$ cat config.mk
export PLATFORM = sky130hd
export DESIGN_NAME = clk_div_ctrl_flat
export DESIGN_NICKNAME = d
export VERILOG_FILES = /design/src/rtl/clk_div_ctrl_if.sv /design/src/rtl/clk_div_ctrl.sv /design/src/flat_wrapper.sv
export SDC_FILE = /design/constraint.sdc
export NUM_CORES = 1
export LEC_CHECK = 0
export ABC_AREA = 1
export BUFFER_PORTS_ARGS = -buffer_cell sky130_fd_sc_hd__buf_2
export CAP_MARGIN = 20
export CORE_ASPECT_RATIO = 0.8
export CORE_MARGIN = 10
export CORE_UTILIZATION = 28
export DETAILED_ROUTE_END_ITERATION = 16
export HOLD_SLACK_MARGIN = 0.08
export PLACE_DENSITY = 0.46
export SYNTH_ARGS = -nofsm -noshare
export SYNTH_HDL_FRONTEND = slang
export SYNTH_SLANG_ARGS = --single-unit
$ cat constraint.sdc
create_clock -name clk_in -period 2.8 [get_ports clk_in]
set_input_delay 0.56 -clock clk_in [delete_from_list [all_inputs] [get_ports clk_in]]
set_output_delay 0.56 -clock clk_in [all_outputs]
set_load 0.02 [all_outputs]
$ cat src/rtl/clk_div_ctrl_if.sv
`default_nettype none
// ============================================================================
// Module   : clk_div_ctrl_if
// Purpose  : Divide-ratio configuration handshake between the control
//            registers (master) and the tick controller (slave).
// Revision : 1.0 - initial release
// ============================================================================
interface clk_div_ctrl_if #(
  parameter int CNT_W = 16
);
  logic             cfg_valid;
  logic [CNT_W-1:0] cfg_div;
  logic             cfg_ready;
  logic             cfg_err;

  // Control-register side: offers a ratio, observes accept/reject.
  modport master (
    output cfg_valid,
    output cfg_div,
    input  cfg_ready,
    input  cfg_err
  );

  // Controller side: consumes the ratio, reports ready and rejection.
  modport slave (
    input  cfg_valid,
    input  cfg_div,
    output cfg_ready,
    output cfg_err
  );
endinterface
`default_nettype wire

$ cat src/rtl/clk_div_ctrl.sv
`default_nettype none
// ============================================================================
// Module   : clk_div_ctrl
// Purpose  : Programmable tick generator. Emits one-cycle ticks every cur_div
//            cycles, continuously or for a fixed burst, and accepts new divide
//            ratios that only take effect on period boundaries.
// Revision : 1.0 - initial release
// ============================================================================
module clk_div_ctrl #(
  parameter int CNT_W       = 16,
  parameter int BURST_W     = 16,
  parameter int DEFAULT_DIV = 4
) (
  input  wire logic         clk_in,
  input  wire logic         reset_n,
  clk_div_ctrl_if.slave     cfg,
  input  wire logic         start,
  input  wire logic         stop,
  input  wire logic [BURST_W-1:0] burst_len,
  output logic              tick,
  output logic              busy,
  output logic              done,
  output logic [BURST_W-1:0] tick_count,
  output logic [CNT_W-1:0]  cur_div
);

  localparam logic [CNT_W-1:0]   c_default_div = CNT_W'(DEFAULT_DIV);
  localparam logic [CNT_W-1:0]   c_min_div     = CNT_W'(2);
  localparam logic [CNT_W-1:0]   c_cnt_one     = CNT_W'(1);
  localparam logic [BURST_W-1:0] c_burst_one   = BURST_W'(1);

  typedef enum logic [0:0] {
    S_IDLE = 1'b0,
    S_RUN  = 1'b1
  } state_t;

  state_t             state_q, state_d;
  logic [CNT_W-1:0]   counter_q, counter_d;
  logic [CNT_W-1:0]   cur_div_q, cur_div_d;
  logic               pend_valid_q, pend_valid_d;
  logic [CNT_W-1:0]   pend_div_q, pend_div_d;
  logic [BURST_W-1:0] burst_q, burst_d;
  logic [BURST_W-1:0] tick_count_q, tick_count_d;
  logic               tick_q, tick_d;
  logic               done_q, done_d;
  logic               busy_q, busy_d;
  logic               cfg_err_q, cfg_err_d;
  logic               cfg_ready_q, cfg_ready_d;

  logic w_xfer;
  logic w_wrap;
  logic w_div_ok;

  assign w_xfer   = cfg.cfg_valid && cfg_ready_q;
  assign w_wrap   = (counter_q == (cur_div_q - c_cnt_one));
  assign w_div_ok = (cfg.cfg_div >= c_min_div);

  // Next-state and registered-output computation for the IDLE/RUN sequencer.
  always_comb begin
    state_d      = state_q;
    counter_d    = counter_q;
    cur_div_d    = cur_div_q;
    pend_valid_d = pend_valid_q;
    pend_div_d   = pend_div_q;
    burst_d      = burst_q;
    tick_count_d = tick_count_q;
    tick_d       = 1'b0;
    done_d       = 1'b0;
    cfg_err_d    = 1'b0;

    unique case (state_q)
      S_IDLE: begin
        counter_d = '0;
        // No period is running, so a good ratio can take effect at once.
        if (w_xfer) begin
          if (w_div_ok) cur_div_d = cfg.cfg_div;
          else          cfg_err_d = 1'b1;
        end
        // stop has priority over a simultaneous start.
        if (start && !stop) begin
          state_d      = S_RUN;
          tick_count_d = '0;
          burst_d      = burst_len;
        end
      end

      S_RUN: begin
        // Good ratios wait for the next boundary so the current period
        // always completes at its original length.
        if (w_xfer) begin
          if (w_div_ok) begin
            pend_valid_d = 1'b1;
            pend_div_d   = cfg.cfg_div;
          end else begin
            cfg_err_d = 1'b1;
          end
        end

        if (stop) begin
          state_d   = S_IDLE;
          counter_d = '0;
        end else if (w_wrap) begin
          counter_d    = '0;
          tick_d       = 1'b1;
          tick_count_d = tick_count_q + c_burst_one;
          // Only a ratio pending before this edge switches here; one accepted
          // on this very edge waits for the following wrap.
          if (pend_valid_q) begin
            cur_div_d    = pend_div_q;
            pend_valid_d = 1'b0;
          end
          if ((burst_q != '0) && (tick_count_d == burst_q)) begin
            done_d  = 1'b1;
            state_d = S_IDLE;
          end
        end else begin
          counter_d = counter_q + c_cnt_one;
        end

        // Never carry a pending ratio into IDLE: apply it on the exit edge.
        if ((state_d == S_IDLE) && pend_valid_d) begin
          cur_div_d    = pend_div_d;
          pend_valid_d = 1'b0;
        end
      end

      default: begin
        state_d = S_IDLE;
      end
    endcase

    busy_d      = (state_d == S_RUN);
    cfg_ready_d = (state_d == S_IDLE) || !pend_valid_d;
  end

  // State and output registers with synchronous active-low reset.
  always_ff @(posedge clk_in) begin
    if (!reset_n) begin
      state_q      <= S_IDLE;
      counter_q    <= '0;
      cur_div_q    <= c_default_div;
      pend_valid_q <= 1'b0;
      pend_div_q   <= '0;
      burst_q      <= '0;
      tick_count_q <= '0;
      tick_q       <= 1'b0;
      done_q       <= 1'b0;
      busy_q       <= 1'b0;
      cfg_err_q    <= 1'b0;
      cfg_ready_q  <= 1'b1;
    end else begin
      state_q      <= state_d;
      counter_q    <= counter_d;
      cur_div_q    <= cur_div_d;
      pend_valid_q <= pend_valid_d;
      pend_div_q   <= pend_div_d;
      burst_q      <= burst_d;
      tick_count_q <= tick_count_d;
      tick_q       <= tick_d;
      done_q       <= done_d;
      busy_q       <= busy_d;
      cfg_err_q    <= cfg_err_d;
      cfg_ready_q  <= cfg_ready_d;
    end
  end

  assign tick          = tick_q;
  assign done          = done_q;
  assign busy          = busy_q;
  assign tick_count    = tick_count_q;
  assign cur_div       = cur_div_q;
  assign cfg.cfg_err   = cfg_err_q;
  assign cfg.cfg_ready = cfg_ready_q;

endmodule
`default_nettype wire

$ cat src/flat_wrapper.sv
// flat-port wrapper written by rule: the top's interface ports become plain ports
module clk_div_ctrl_flat 
#(
  parameter int CNT_W       = 16,
  parameter int BURST_W     = 16,
  parameter int DEFAULT_DIV = 4
)
  (clk_in, reset_n, start, stop, burst_len, tick, busy, done, tick_count, cur_div, cfg_cfg_valid, cfg_cfg_div, cfg_cfg_ready, cfg_cfg_err);
  clk_div_ctrl_if #(.CNT_W(CNT_W)) cfg_i ();
  input  wire logic clk_in;
  input  wire logic reset_n;
  input  wire logic start;
  input  wire logic stop;
  input  wire logic [BURST_W-1:0] burst_len;
  output logic tick;
  output logic busy;
  output logic done;
  output logic [BURST_W-1:0] tick_count;
  output logic [CNT_W-1:0] cur_div;
  input wire logic [$bits(cfg_i.cfg_valid)-1:0] cfg_cfg_valid;
  input wire logic [$bits(cfg_i.cfg_div)-1:0] cfg_cfg_div;
  output wire logic [$bits(cfg_i.cfg_ready)-1:0] cfg_cfg_ready;
  output wire logic [$bits(cfg_i.cfg_err)-1:0] cfg_cfg_err;
  assign cfg_i.cfg_valid = cfg_cfg_valid;
  assign cfg_i.cfg_div = cfg_cfg_div;
  assign cfg_cfg_ready = cfg_i.cfg_ready;
  assign cfg_cfg_err = cfg_i.cfg_err;
  clk_div_ctrl #(.CNT_W(CNT_W), .BURST_W(BURST_W), .DEFAULT_DIV(DEFAULT_DIV)) u_core (.clk_in(clk_in), .reset_n(reset_n), .cfg(cfg_i), .start(start), .stop(stop), .burst_len(burst_len), .tick(tick), .busy(busy), .done(done), .tick_count(tick_count), .cur_div(cur_div));
endmodule
==> impl_metrics.yaml, run 1 <==
timing:
  finalSetupViolations: 0
  finalHoldViolCount: 0
  tightest_slew_ns: 0.550
  slew_headroom: 0.633
  tns_ns: 0
  skew_ns: 0.00581
  max_freq_mhz: 388
  rsz0062_at_grt: "no"
  fin_crit_sh: 0.921
  min_period_ns: 2.58
  slew_violations: 0
setup_path:
  r2r_end: "u_core.cur_div[9]"
  rrSetupSlack_ns: 0.22
  worstPathMaxFanout: 18
  worstPathCellList: "ha_2, xnor2_1, nand2_1, a21oi_1, nand3_1, nor2_1, nand3_1, nor2_1, nand3_4, nand2_4, nand2_8, buf_12, nand2_1, nand2_1, nor2_2, nor2_1, nor2_1"
  crit_buf_inv: 1
  cp.required_ns: 3.09
  cpMostUsedCell: "nor2_1"
  startpoint_type: "flip-flop"
  rr_startpoint: "u_core.tick_count[0]"
  path_class: "flip-flop to flip-flop"
  end_kind: "flip-flop"
  crit_family: "simple AND/OR/NAND/NOR gates"
  critPathArrivalTime_ns: 2.86
  slowest_stage: "dfxtp_1"
  r2r.worst_path.cells: 17
  slowest_delay_ns: 0.35
global_route:
  grt_pass1_vias: 5041
  globalRouteTotalUtil: 0.132
  grt_start_max_net_pins: 29
  gr-total-overflow: 0
  antenna_found_initial: 0
  grt_pass1_wl_mm: 27.6
cts:
  cts_hold_buf: 0
  cts.clk_slew.worst_paths_ns: 0.06
  ctsLongestPathBuffers: 2
  clock-sinks: 86
  cts_made_buffers: 9
  insertion_delay_ns: 0.35
  cts_tree: "done"
  ctsRootBufferMaster: "clkbuf_16"
  htreeDepth: 3
layout:
  nets: 1028
  regArea_um2: 1730
  drive_gt1_frac: 0.179
  syn_to_final_growth_pct: 21.1
  num-fill-cells: 2130
  multi_input_area_um2: 3320
  final_util: 0.349
  diodes: 0
floorplanning:
  dieWidth_um: 177
  start_util: 0.288
  die_y_um: 146
  placementRows: 45
  dieArea_um2: 25800
  ios: 74
  coreArea_um2: 19200
detailed_routing:
  drc_errors: 0
  firstDrtPassIters: 5
  num_vias: 5587
  post_drt_wl_per_cell_um: 13.8
  antenna_left: 0
  first_iter_violations: 389
  vias_per_cell: 4.47
  totalWireLength_mm: 17.2
run:
  maxCapViolCount: 0
synth:
  syn_area_per_cell_um2: 6.12
  ys_seq_area_frac: 0.311
  ys_ff_latch: 86
  syn_inst: 904
  synthFlopType: "dfxtp_1"
  yosysWarningCount: 0
  async_flop_share: 0
  synthesis.nets: 944
  synth_edf_count: 0
  syn_area_um2: 5530
  ys_types: 41
min_path:
  hold_path_class: "flip-flop to flip-flop"
  hold-path-cell-count: 1
  min-delay-start: "u_core.counter_q[0]"
  hold-path-endpoint: "u_core.counter_q[0]"
placed_design:
  io_buffers: 73
  gp_congestion: 0.869
  dpl.hpwl_mm: 13.3
status:
  outcome: "complete, no violations"
pwr:
  power_leakage_nw: 3.17
  power_density_nw_per_um2: 469
  vdd_ir_drop_max_mv: 0.254
-- synth_stat cells (2+ instances only) --
cell type | number | area [um2]
buf_2 | 2 | 10.0
nor3_1 | 4 | 20.0
xor2_1 | 14 | 123
and2_1 | 6 | 37.5
nor2_1 | 137 | 514
xnor2_1 | 12 | 105
o21ai_0 | 53 | 265
clkbuf_1 | 22 | 82.6
o21ai_1 | 2 | 10.0
nand3b_1 | 7 | 52.6
buf_6 | 2 | 22.5
ha_1 | 3 | 37.5
nand2_4 | 5 | 56.3
nor2_2 | 22 | 138
inv_2 | 5 | 18.8
nor4_1 | 5 | 31.3
nor2_4 | 3 | 33.8
nand2_1 | 243 | 912
a21oi_1 | 37 | 185
o22ai_1 | 10 | 62.6
nand3_1 | 67 | 335
nor3b_1 | 3 | 22.5
o211ai_1 | 2 | 15.0
inv_1 | 116 | 435
dfxtp_1 | 86 | 1720
nand4_1 | 15 | 93.8
buf_4 | 2 | 15.0
nand3_2 | 4 | 40.0
nand2_2 | 3 | 18.8
-- where the power goes --
part / total [mW] / switching [mW] / internal [mW]
clock network: 1.12 / 0.497 / 0.625
registers: 1.34 / 0.0610 / 1.28
logic: 0.675 / 0.430 / 0.246
-- how the worst max path moves through the flow --
stage / start / to / slack [ns] / cells past startpoint
after CTS: u_core.cur_div[1] / u_core.cur_div[10] / 0.02 / 20
final: u_core.tick_count[0] / u_core.cur_div[9] / 0.22 / 17
after floorplan: u_core.cur_div[0] / u_core.cur_div[0] / 0.27 / 20
after global placement: u_core.cur_div[0] / u_core.cur_div[10] / -0.05 / 20
after detailed placement: u_core.cur_div[0] / u_core.cur_div[10] / -0.09 / 20
after global routing: u_core.cur_div[0] / u_core.cur_div[3] / 0.003 / 20
-- placed cells by master (no fill, tap or decap), types with 2 or more instances in the layout --
| master | instances |
|---|---|
| a21oi_1 | 37 |
| and2_1 | 6 |
| buf_2 | 73 |
| buf_4 | 29 |
| clkbuf_1 | 3 |
| clkbuf_16 | 9 |
| clkinvlp_4 | 2 |
| dfxtp_1 | 81 |
| dfxtp_2 | 5 |
| inv_1 | 116 |
| inv_2 | 5 |
| nand2_1 | 243 |
| nand2_2 | 2 |
| nand2_4 | 3 |
| nand2_8 | 3 |
| nand3_1 | 66 |
| nand3_2 | 3 |
| nand3_4 | 2 |
| nand3b_1 | 7 |
| nand4_1 | 15 |
| nor2_1 | 129 |
| nor2_2 | 25 |
| nor2_4 | 8 |
| nor3_1 | 4 |
| nor3b_1 | 3 |
| nor4_1 | 5 |
| o211ai_1 | 2 |
| o21ai_0 | 53 |
| o21ai_1 | 2 |
| o22ai_1 | 10 |
| xnor2_1 | 12 |
| xor2_1 | 13 |
-- logic make-up (layout without fill, tap and decap cells) --
group / after synthesis / after routing / synth area share
and+or+nand+nor: 528 / 528 / 0.422
DFF: 86 / 86 / 0.311
buffers and inverters: 152 / 241 / 0.111
AOI/OAI and AO/OA: 108 / 108 / 0.104
xor gates and xnor gates: 27 / 27 / 0.0452
adders and majority gates: 3 / 3 / 0.00678
-- through the flow --
stage          instance area, um2  hold WS [ns]  cells  power, mW  setup WS [ns]
2_1_floorplan                5530         0.440    904       1.82          0.274
3_3_place_gp                 6250         0.461   1229       2.02        -0.0520
3_5_place_dp                 6250         0.469   1229       2.02        -0.0885
4_1_cts                      6530         0.470   1245       3.16         0.0213
5_1_grt                      6700         0.473   1251       3.34        0.00317
6_report                     6700         0.469   1251       3.14          0.222
-- per-layer routing --
| layer | vias up | track usage | wire length (um) |
|---|---|---|---|
| met4 | 0 | 0.0214 | 99 |
| met5 | - | 0 | 0 |
| met1 | 2450 | 0.199 | 9270 |
| met3 | 6 | 0.0378 | 891 |
| li1 | 3026 | - | - |
| met2 | 105 | 0.180 | 6960 |
-- layout make-up --
type | instances | area share
Clock buffer | 13 | 0.0373
Clock inverter | 3 | 0.00299
Multi-Input combinational cell | 666 | 0.495
Timing Repair Buffer | 103 | 0.0900
Inverter | 122 | 0.0683
Sequential cell | 86 | 0.258
Tap cell | 258 | 0.0482
-- registers in the layout, indices dropped and copies added, names as in the netlist --
register,cells
u_core.counter_q,16
u_core.tick,1
u_core.pend_div_q,16
u_core.cfg.cfg_err,1
u_core.cur_div,16
u_core.burst_q,16
u_core.cfg.cfg_ready,1
u_core.pend_valid_q,1
u_core.state_q,1
u_core.tick_count,16
u_core.done,1
-- worst register-to-register path, delay by kind of cell, from the launching register on --
family / cells / cell delay (ns)
buf+inv: 1 / 0.18
simple gates: 13 / 1.31
flops: 1 / 0.35
fa+ha+maj: 1 / 0.30
xor+xnor: 1 / 0.14
compound gates: 1 / 0.24
-- timing repair --
| item | CTS | global route |
|---|---|---|
| setup endpoints to repair | 15 | 16 |
| buffers inserted | 0 | 6 |
| pin swaps | 0 | 5 |
| resized for setup | 2 | 29 |
No activity file was read; power rests on OpenSTA's default activity.
==> run 2, diff against run 1 <==
- GPL_TIMING_DRIVEN: unset -> 0
- clock period: 2.8 -> 2.6 ns (I/O delays scaled with it)
==> impl_metrics.yaml, run 2 (same netlist as run 1, synthesis figures left out) <==
status:
  outcome: "complete, but fails checks"
  violations: "setup timing"
setup_path:
  worstPathMaxFanout: 4
  crit_family: "simple AND/OR/NAND/NOR gates"
  startpoint_type: "flip-flop"
  cp.required_ns: 2.88
  end_kind: "flip-flop"
  crit_buf_inv: 3
  rr_startpoint: "u_core.cur_div[1]"
  worstPathCellList: "inv_4, ha_4, xor2_1, nand2_1, nor2_1, nand2_1, nor2_1, nand2_1, nor2_1, nand2_1, nor2_4, nand3_4, nand2_4, nand2_4, buf_8, buf_6, nand2_2, nand2_2, nor2_2, nor2_2, nor2_1"
  critPathLaunch: "u_core.cur_div[1]"
  r2r.worst_path.cells: 21
  critPathArrivalTime_ns: 2.90
  slowest_stage: "dfxtp_4"
  path_class: "flip-flop to flip-flop"
  slowest_delay_ns: 0.37
  cp.depth: 21
timing:
  finalSetupViolations: 2
  max_freq_mhz: 382
  fin_crit_sh: 1.01
  min_period_ns: 2.62
  finalHoldViolCount: 0
  fin_hold_ws_ns: 0.448
  rsz0062_at_grt: "yes"
  slew_violations: 0
  skew_ns: 0.00903
  tns_ns: -0.0212
  slew_headroom: 0.488
  worst_slack_ns: -0.0208
  tightest_slew_ns: 0.769
layout:
  drive_gt1_frac: 0.215
  layout_commonest_cell: "nand2_1"
  nets: 1048
  num-fill-cells: 2143
  syn_to_final_growth_pct: 26.9
  diodes: 0
  regArea_um2: 1740
  multi_input_area_um2: 3450
  mostFrequentLayoutCells: "nand2_1 (232), inv_1 (114), nor2_1 (113), dfxtp_1 (76), buf_2 (74)"
pwr:
  seqPwrFrac: 0.405
  power.switching_mw: 1.13
  vdd_ir_drop_max_mv: 0.263
  swShare: 0.318
  power_leakage_nw: 3.26
  power_density_nw_per_um2: 508
  power_frac_comb: 0.221
  clkPwrFrac: 0.374
  p_int_mw: 2.43
cts:
  clock-sinks: 86
  cts_made_buffers: 9
  htreeDepth: 3
  cts.clk_slew.worst_paths_ns: 0.07
  ctsRootBufferMaster: "clkbuf_16"
  ctsLongestPathBuffers: 2
  insertion_delay_ns: 0.35
  cts_tree: "done"
floorplanning:
  coreArea_um2: 19200
  ios: 74
  dieArea_um2: 25800
  placementRows: 45
  die_y_um: 146
  dieWidth_um: 177
  start_util: 0.288
placed_design:
  dpl.hpwl_mm: 14.5
  io_buffers: 73
  post-place-ws_ns: -0.480
  gp_congestion: 0.859
global_route:
  grt_start_max_net_pins: 15
  grt_pass1_vias: 5174
  gr-total-overflow: 0
  antenna_found_initial: 0
  grt_pass1_wl_mm: 29.2
  globalRouteTotalUtil: 0.142
min_path:
  hold_path_class: "primary input to flip-flop"
  hold-path-cell-count: 3
  min-delay-start: "burst_len[12]"
detailed_routing:
  post_drt_wl_per_cell_um: 14.8
  drc_errors: 0
  totalWireLength_mm: 18.8
  first_iter_violations: 495
  num_vias: 5710
  vias_per_cell: 4.49
  firstDrtPassIters: 5
  antenna_left: 0
run:
  maxCapViolCount: 0
==> run 2: cell count changes in the layout (fill, tap and decap cells not counted), moves of 4 or more <==
cell / delta
buf_6: +5
dfxtp_4: +4
clkbuf_1: +17
buf_4: -13
nor2_4: +6
dfxtp_1: -5
nor2_2: +10
nor2_1: -16
nand2_4: +4
nand2_1: -11
buf_8: +4
nand2_2: +9
==> run 2: timing repair <==
item | in CTS | in global routing
buffers inserted | 11 | 8
resized for setup | 41 | 61
pin swaps | 10 | 32
gates cloned | 0 | 1
endpoints found under the setup margin | 44 | 39
hold buffers | 0 | 0
==> run 2: path summary, 6_finish.rpt <==
check | slack, ns | endpoint
setup / recovery | -0.02 | u_core.cur_div[4]
hold / removal | 0.45 | u_core.burst_q[12]
setup reg to reg | -0.02 | u_core.cur_div[4]
hold reg to reg | 0.48 | u_core.counter_q[0]
==> run 2: layer usage <==
layer	up-vias	wire (um)	part of all wire	GRT usage
met2	108	7430	0.40	0.194
met5	-	0	0	0
li1	3053	-	-	-
met1	2540	10300	0.55	0.215
met3	9	903	0.048	0.0375
met4	0	144	0.0077	0.0218
==> run 2: per-stage QoR <==
| stage | utilization | instance area [um2] | power, mW | cells |
|---|---|---|---|---|
| 2_1_floorplan | - | 5530 | 1.96 | 904 |
| 3_3_place_gp | 0.324 | 6220 | 2.19 | 1235 |
| 3_5_place_dp | 0.324 | 6220 | 2.19 | 1235 |
| 4_1_cts | 0.351 | 6740 | 3.57 | 1262 |
| 5_1_grt | 0.366 | 7020 | 3.78 | 1271 |
| 6_report | 0.366 | 7020 | 3.57 | 1271 |
==> run 2: area by class of cell <==
type                    count  share of cell area
well taps                 258              0.0460
inverters                 122              0.0659
plain buffers              30              0.0267
repair buffers             93              0.0781
clock buffers              10              0.0340
clock inverters             6             0.00873
multi-input cells         666               0.492
flip-flops and latches     86               0.248
==> run 2: tightest hold or removal path, stage by stage <==
cell and delay [ns]:
buf_2 0.09, o21ai_0 0.08, nor2_1 0.08
==> run 2: power groups by stage <==
stage / registers (mW) / clock network [mW] / logic, mW
finish: 1.45 / 1.33 / 0.788
global route: 1.45 / 1.43 / 0.892
CTS: 1.44 / 1.38 / 0.752
detailed placement: 1.48 / 0 / 0.711
global placement: 1.48 / 0 / 0.709
floorplan: 1.49 / 0 / 0.472
==> run 3, diff against run 2 <==
- CTS_BUF_LIST: unset -> sky130_fd_sc_hd__clkbuf_16
==> impl_metrics.yaml, run 3 (same netlist as run 1, synthesis figures left out) <==
layout:
  mostFrequentLayoutCells: "nand2_1 (232), inv_1 (114), nor2_1 (113), dfxtp_1 (76), buf_2 (74)"
  final_util: 0.365
  syn_to_final_growth_pct: 26.7
  layout_commonest_cell: "nand2_1"
  nets: 1048
  stdcell_count: 1271
  drive_gt1_frac: 0.214
  diodes: 0
  final_area_um2: 7010
min_path:
  hold_path_class: "primary input to flip-flop"
pwr:
  power_density_nw_per_um2: 504
  seqPwrFrac: 0.409
  swShare: 0.319
  p_int_mw: 2.40
  vdd_ir_drop_max_mv: 0.261
  clkPwrFrac: 0.368
  power_leakage_nw: 3.25
  power_frac_comb: 0.223
  power.switching_mw: 1.13
detailed_routing:
  totalWireLength_mm: 18.8
  drc_errors: 0
  post_drt_wl_per_cell_um: 14.8
  vias_per_cell: 4.50
  antenna_left: 0
  first_iter_violations: 425
  firstDrtPassIters: 5
  num_vias: 5716
global_route:
  antenna_found_initial: 0
  grt_pass1_vias: 5172
  globalRouteTotalUtil: 0.142
  gr-total-overflow: 0
  grt_pass1_wl_mm: 29.2
  grt_start_max_net_pins: 15
placed_design:
  post-place-ws_ns: -0.480
  dpl_cell_area_um2: 6220
  io_buffers: 73
  gp_congestion: 0.859
  dp.cells: 1235
  dpl.hpwl_mm: 14.5
timing:
  max_freq_mhz: 381
  finalHoldViolCount: 0
  tightest_slew_ns: 0.770
  fin_crit_sh: 1.01
  skew_ns: 0.00807
  slew_violations: 0
  finalSetupViolations: 2
  slew_headroom: 0.487
  worst_slack_ns: -0.0243
  rsz0062_at_grt: "yes"
  min_period_ns: 2.62
floorplanning:
  start_util: 0.288
  ios: 74
  dieArea_um2: 25800
  die_y_um: 146
  placementRows: 45
  dieWidth_um: 177
  coreArea_um2: 19200
cts:
  cts_hold_buf: 0
  cts_tree: "done"
  cts_made_buffers: 9
  insertion_delay_ns: 0.35
  ctsRootBufferMaster: "clkbuf_16"
  cts.clk_slew.worst_paths_ns: 0.07
  clock-sinks: 86
  htreeDepth: 3
  ctsLongestPathBuffers: 2
setup_path:
  worstPathMaxFanout: 4
  path_class: "flip-flop to flip-flop"
  startpoint_type: "flip-flop"
  end_kind: "flip-flop"
  critPathArrivalTime_ns: 2.91
  cp.required_ns: 2.88
status:
  outcome: "complete, but fails checks"
  violations: "setup timing"
run:
  maxCapViolCount: 0
==> run 3: cell count changes in the layout (fill, tap and decap cells not counted) <==
cell and delta:
clkbuf_8 -1, clkinv_1 +1
==> run 3: worst max-delay path, cell delays in order (launching register included) <==
cell and delay [ns]:
dfxtp_4 0.37, inv_4 0.05, ha_4 0.26, xor2_1 0.13
nand2_1 0.08, nor2_1 0.11, nand2_1 0.05, nor2_1 0.12
nand2_1 0.07, nor2_1 0.09, nand2_1 0.09, nor2_4 0.20
nand3_4 0.11, nand2_4 0.09, nand2_4 0.07, buf_8 0.14
buf_6 0.12, nand2_2 0.05, nand2_2 0.04, nor2_2 0.14
nor2_2 0.06, nor2_1 0.10
==> run 3: worst paths after layout <==
| check | start | end | slack [ns] | cells after the start |
|---|---|---|---|---|
| setup reg to reg | u_core.cur_div[1] | u_core.cur_div[4] | -0.02 | 21 |
| setup / recovery | u_core.cur_div[1] | u_core.cur_div[4] | -0.02 | 21 |
| hold reg to reg | u_core.counter_q[0] | u_core.counter_q[0] | 0.48 | 1 |
| hold / removal | burst_len[12] | u_core.burst_q[12] | 0.45 | 3 |
==> run 3: through the flow <==
stage               TNS [ns]  power (mW)  hold WS [ns]
global placement      -15.94        2.19         0.464
floorplan                  0        1.96         0.440
detailed placement    -14.16        2.19         0.476
global route           -4.19        3.75         0.459
CTS                  -0.0957        3.54         0.443
finish               -0.0256        3.53         0.451
==> run 3: metal layers <==
metal	global-route usage	vias to the layer above	routed length, um
met4	0.0218	0	121
met5	0	-	0
met2	0.194	109	7440
li1	-	3052	-
met1	0.215	2549	10200
met3	0.0375	6	972
==> run 3: power groups by stage <==
stage	clock (mW)	sequential, mW	combinational, mW
2_1_floorplan	0	1.49	0.472
3_3_place_gp	0	1.48	0.709
3_5_place_dp	0	1.48	0.711
4_1_cts	1.35	1.44	0.752
5_1_grt	1.40	1.45	0.892
6_report	1.30	1.45	0.788
==> run 3: cell type report <==
type / instances / area, um2
repair buffers: 93 / 548
clock buffers: 9 / 225
clock inverters: 7 / 65.1
flip-flops and latches: 86 / 1740
plain buffers: 30 / 188
multi-input cells: 666 / 3450
fillers: 2142 / 12200
inverters: 122 / 463
well taps: 258 / 323
==> run 3: what timing repair did <==
| item | 4_1_cts | 5_1_grt |
|---|---|---|
| pin swaps | 10 | 32 |
| resized for setup | 41 | 61 |
| setup endpoints to repair | 44 | 39 |
| buffers inserted | 11 | 8 |
| cloned | 0 | 1 |
